File: src/rtl/threshold_fetch_ctrl.sv
// ============================================================================
// Module   : threshold_fetch_ctrl
// Brief    : Fetches NUM_THR packed thresholds from a synchronous ROM, unpacks
//            them LSB field first and streams them over valid/ready.
// Revision : 1.0 - initial release
// ============================================================================
`default_nettype none

module threshold_fetch_ctrl #(
    parameter int ADDR_WIDTH = 8,
    parameter int DATA_WIDTH = 32,
    parameter int THR_WIDTH  = 8,
    parameter int NUM_THR    = 8
) (
    input  logic                  clk,
    input  logic                  rst_n,
    input  logic                  start,
    input  logic                  abort,
    input  logic [ADDR_WIDTH-1:0] base_addr,
    output logic                  busy,
    output logic                  done,
    output logic                  rom_en,
    output logic [ADDR_WIDTH-1:0] rom_addr,
    input  logic [DATA_WIDTH-1:0] rom_data,
    output logic                  thr_valid,
    input  logic                  thr_ready,
    output logic [THR_WIDTH-1:0]  thr_data,
    output logic [((NUM_THR > 1) ? $clog2(NUM_THR) : 1)-1:0] thr_idx,
    output logic                  thr_last
);

    localparam int c_FIELDS = DATA_WIDTH / THR_WIDTH;
    localparam int c_FW     = (c_FIELDS > 1) ? $clog2(c_FIELDS) : 1;
    localparam int c_IW     = (NUM_THR > 1) ? $clog2(NUM_THR) : 1;

    localparam logic [c_FW-1:0] c_LAST_FIELD = c_FW'(c_FIELDS - 1);
    localparam logic [c_IW-1:0] c_LAST_IDX   = c_IW'(NUM_THR - 1);

    localparam logic [2:0] c_IDLE  = 3'd0;
    localparam logic [2:0] c_READ  = 3'd1;
    localparam logic [2:0] c_WAIT  = 3'd2;
    localparam logic [2:0] c_SHIFT = 3'd3;
    localparam logic [2:0] c_DONE  = 3'd4;

    logic [2:0]            r_state;
    logic [2:0]            w_next_state;
    logic [ADDR_WIDTH-1:0] r_base;
    logic [ADDR_WIDTH-1:0] r_word_cnt;
    logic [c_FW-1:0]       r_field;
    logic [c_IW-1:0]       r_idx;
    logic [DATA_WIDTH-1:0] r_word;
    logic                  w_hs;

    assign w_hs = (r_state == c_SHIFT) && thr_ready;

    always_ff @(posedge clk or negedge rst_n) begin
        if (!rst_n) begin
            r_state <= c_IDLE;
        end else begin
            r_state <= w_next_state;
        end
    end

    // abort overrides every transition, including a start seen in IDLE
    always_comb begin
        w_next_state = r_state;
        case (r_state)
            c_IDLE:  if (start) w_next_state = c_READ;
            c_READ:  w_next_state = c_WAIT;
            c_WAIT:  w_next_state = c_SHIFT;
            c_SHIFT: begin
                if (w_hs) begin
                    if (r_idx == c_LAST_IDX) begin
                        w_next_state = c_DONE;
                    end else if (r_field == c_LAST_FIELD) begin
                        w_next_state = c_READ;
                    end
                end
            end
            c_DONE:  w_next_state = c_IDLE;
            default: w_next_state = c_IDLE;
        endcase
        if (abort) begin
            w_next_state = c_IDLE;
        end
    end

    always_comb begin
        busy      = (r_state != c_IDLE);
        done      = (r_state == c_DONE);
        rom_en    = (r_state == c_READ);
        rom_addr  = (r_state == c_READ) ? (r_base + r_word_cnt) : '0;
        thr_valid = (r_state == c_SHIFT);
        thr_data  = (r_state == c_SHIFT) ? r_word[r_field*THR_WIDTH +: THR_WIDTH] : '0;
        thr_idx   = (r_state == c_SHIFT) ? r_idx : '0;
        thr_last  = (r_state == c_SHIFT) && (r_idx == c_LAST_IDX);
    end

    // Datapath; an aborted WAIT never captures, so stale ROM data is dropped
    always_ff @(posedge clk or negedge rst_n) begin
        if (!rst_n) begin
            r_base     <= '0;
            r_word_cnt <= '0;
            r_field    <= '0;
            r_idx      <= '0;
            r_word     <= '0;
        end else if (!abort) begin
            if (r_state == c_IDLE && start) begin
                r_base     <= base_addr;
                r_word_cnt <= '0;
                r_field    <= '0;
                r_idx      <= '0;
            end
            if (r_state == c_WAIT) begin
                r_word <= rom_data;
            end
            if (w_hs) begin
                r_idx <= r_idx + 1'b1;
                if (r_field == c_LAST_FIELD) begin
                    r_field    <= '0;
                    r_word_cnt <= r_word_cnt + 1'b1;
                end else begin
                    r_field <= r_field + 1'b1;
                end
            end
        end
    end

endmodule

`default_nettype wire

File: config.mk
export PLATFORM = sky130hd
export DESIGN_NAME = threshold_fetch_ctrl
export DESIGN_NICKNAME = d
export VERILOG_FILES = /design/src/rtl/threshold_fetch_ctrl.sv
export SDC_FILE = /design/constraint.sdc
export NUM_CORES = 1
export LEC_CHECK = 0
export ABC_AREA = 0
export CAP_MARGIN = 10
export CORE_AREA = 3 3 94 69
export DETAILED_ROUTE_END_ITERATION = 10
export DIE_AREA = 0 0 97 72
export PLACE_DENSITY = 0.87
export SLEW_MARGIN = 5
export SYNTH_ARGS = -nofsm -noshare
export SYNTH_HDL_FRONTEND = slang
export SYNTH_SLANG_ARGS = --single-unit
export TNS_END_PERCENT = 5
File: constraint.sdc
create_clock -name clk -period 2.95 [get_ports clk]
set_clock_uncertainty 0.15 [all_clocks]
set_input_delay 0.59 -clock clk [delete_from_list [all_inputs] [get_ports clk]]
set_output_delay 0.59 -clock clk [all_outputs]
set_load 0.01 [all_outputs]
==> run metrics <==
die extent in y 72 um; Slew headroom around 50%; global-route wire length before repair 11100 um; Die Wd 97 um; gr usage total between 15 and 20%; total grt overflow 0; f_max between 300 and 400 MHz; initial antenna violation count 0; Vias 2231; wirelength, routed between 6000 and 7000 um; WL/cell ~17 um; pre-CTS setup slack -0.00729 ns; synth unique cells 48; DRT Pass-1 Iters 4; clk sinks between 50 and 60; CTS Buf Count 5; number of global-route vias before repair around 2.2k; slowest CP cell dfrtp_2; period utilisation layout 98.2%; port bufs between 60 and 70; WS Path Type reg -> out; Final min period 2.90 ns; Worst path max stage delay ~0.48 ns; Critical Path RT approximately 2.2 ns; routability cong. 0.847; # rows 23; CTS tree done; Mapped Cells 248; worst slew pin tran 0.746 ns; Mapped Area approximately 0.0030 mm^2; Fin. Hold Viols 0; P_leak between 0.0015 and 0.002 uW; Routed Antenna Nets 0; RSZ-0062 raised after global routing yes; crit end category primary output; critical path launch point type register; Avg Cell Area, Syn roughly 12 um^2; status finished clean; Yosys reg bits 56; post-synthesis async set-or-reset flop share 100%; H-Tree Depth 2; area grow syn2layout 31.6%; HPWL after DPL 5160 um; Critical Path AT around 2.2 ns; CP cell instances ha_4, o21ai_1, o21bai_1, mux2i_1, nand2_1, clkdlybuf4s50_1; largest net degree at the start of global routing 33; PwrDens just over 500 mW/mm^2; TNS Setup 0 ns; Setup Viol. Count Final 0; Placed Area 0.00381 mm^2; I/O pin count around 70; fill count about 400; # DRC 0; full die area 0.00698 mm^2; DRT iter0 DRCs around 140; core footprint 0.00567 mm^2; Post-Syn Nets ~310; Ys Warns 0; Worst Hold Slack 0.146 ns; Pwr Total 2010 uW; crit-path max FO 7; CTS Buffer Depth 2; Max Cap Viol 0; Main synth FF type dfrtp_1; number of diodes 0; Reg clk slew, reported paths 0.10 ns; cts-stage hold buffer count 0; Hold Crit Class in -> async; layout cell share with drive strength beyond 1 between 20% and 30%; Worst VDD drop 349 uV; worst setup margin 0.0525 ns; Starting Density between 50% and 60%; average vias per placed instance about 5.6; Clock Latency Late Sink 0.32 ns; fin area 0.00398 mm^2; Final #Nets between 300 and 400; register area share after synthesis between 40% and 50%; Root Driver clkbuf_8; Post-synth EDFFs 0; fin. max-slew vios 0
-- final cells by class --
cell class,count,area [um^2],share of cell area [%]
multi-input cells,176,1570,39.5
flip-flops and latches,56,1410,35.3
repair buffers,81,797,20.0
well taps,75,93.8,2.36
clock buffers,5,68.8,1.73
clock inverters,3,22.5,0.566
inverters,5,18.8,0.471
-- state kept, by name (all words and copies together), names as in the netlist --
signal / flops
r_base: 8
r_state: 3
r_word_cnt: 8
r_word: 32
r_idx: 3
r_field: 2
-- power by group --
part | switching, uW | leakage (uW) | internal, uW | total, uW
Clock | 264 | 0.0000485 | 171 | 435
Sequential | 107 | 0.000687 | 942 | 1050
Combinational | 185 | 0.000938 | 341 | 525
-- kinds of logic (layout without fill, tap and decap cells) --
kind of cell,Yosys count,in the layout,share of synthesized area [%]
AO/OA/AOI/OAI,32,32,6.86
buffers and inverters,16,94,3.14
AND/OR/NAND/NOR,76,76,15.0
adder cells (fa/ha/maj),12,12,5.21
flip-flops,56,56,46.3
multiplexers,54,54,22.9
XOR/XNOR,2,2,0.579
-- final timing paths --
check / end / slack, ns / startpoint / cells after the start
worst max-delay path: rom_addr[5] / 0.05 / r_word_cnt[2]$_DFFE_PN0N_ / 6
worst min-delay path: r_word[11]$_DFFE_PN0P_ / 0.15 / rst_n / 1
worst max register to register: r_word_cnt[0]$_DFFE_PN0N_ / 0.81 / r_state[1]$_DFFE_PN0P_ / 4
worst min register to register: r_word[4]$_DFFE_PN0P_ / 0.35 / r_word[4]$_DFFE_PN0P_ / 1
max in group asynchronous: r_word_cnt[3]$_DFFE_PN0N_ / 1.91 / rst_n / 2
min in group clk: r_word[4]$_DFFE_PN0P_ / 0.35 / r_word[4]$_DFFE_PN0P_ / 1
-- cells in the mapped netlist, types with 2 or more instances --
cell type  count  share of area (%)
a211oi_1       2               0.50
a21oi_1        6               0.99
a22o_1         4                1.2
a31oi_1        2               0.41
and2_1        17                3.5
buf_2          4               0.66
buf_6          4                1.5
clkbuf_1       2               0.25
dfrtp_1       56                 46
ha_1          11                4.5
inv_1          3               0.37
inv_2          2               0.25
mux2_1         2               0.74
mux2_2        39                 15
mux2i_1        5                1.7
mux4_2         8                6.0
nand2_1       11                1.4
nand3_1        9                1.5
nor2_1        12                1.5
nor2b_1        3               0.62
nor3_1         4               0.66
nor3b_1        4               0.99
nor4_1         3               0.62
o21ai_0        8                1.3
o2bb2ai_1      3               0.87
or3_1          2               0.41
-- cell usage in the layout, fill, tap and decap left out, drive strengths merged, types with 3 or more instances in the layout --
cell and n:
inv 6, nor2b 3, mux2i 5, dlygate4sd2 3, nand3 10, nor4 4
and2 17, mux2 41, buf 14, nand2 11, clkdlybuf4s50 63, o2bb2ai 3
clkbuf 5, nor3 4, a22o 4, nor2 12, o21ai 9, ha 11
dfrtp 56, mux4 8, nor3b 4, a21oi 6
-- worst max-delay path: cells and delay by family (launching register included) --
kind | cells | cell delay [ns]
mux | 1 | 0.21
simple gates | 1 | 0.06
buf+inv | 1 | 0.48
fa+ha+maj | 1 | 0.31
compound gates | 2 | 0.31
flops | 1 | 0.48
-- stage by stage --
stage          util [%]  std cells
3_3_place_gp       67.2        389
3_5_place_dp       67.2        389
2_1_floorplan         -        248
5_1_grt            70.2        401
4_1_cts            69.1        397
6_report           70.2        401
-- repair_timing --
action,in CTS,in global routing
setup endpoints to repair,5,10
setup buffers,0,4
pin swaps,0,1
resized for setup,11,8
cloned,0,0
-- metal layers --
metal / part of all wire, % / track usage, %
met1: 47 / 27.7
met2: 48 / 31.9
met3: 4.1 / 4.03
met4: 1.2 / 5.45
met5: 0 / 0
Note: power is estimated with default switching activity, not from simulation.
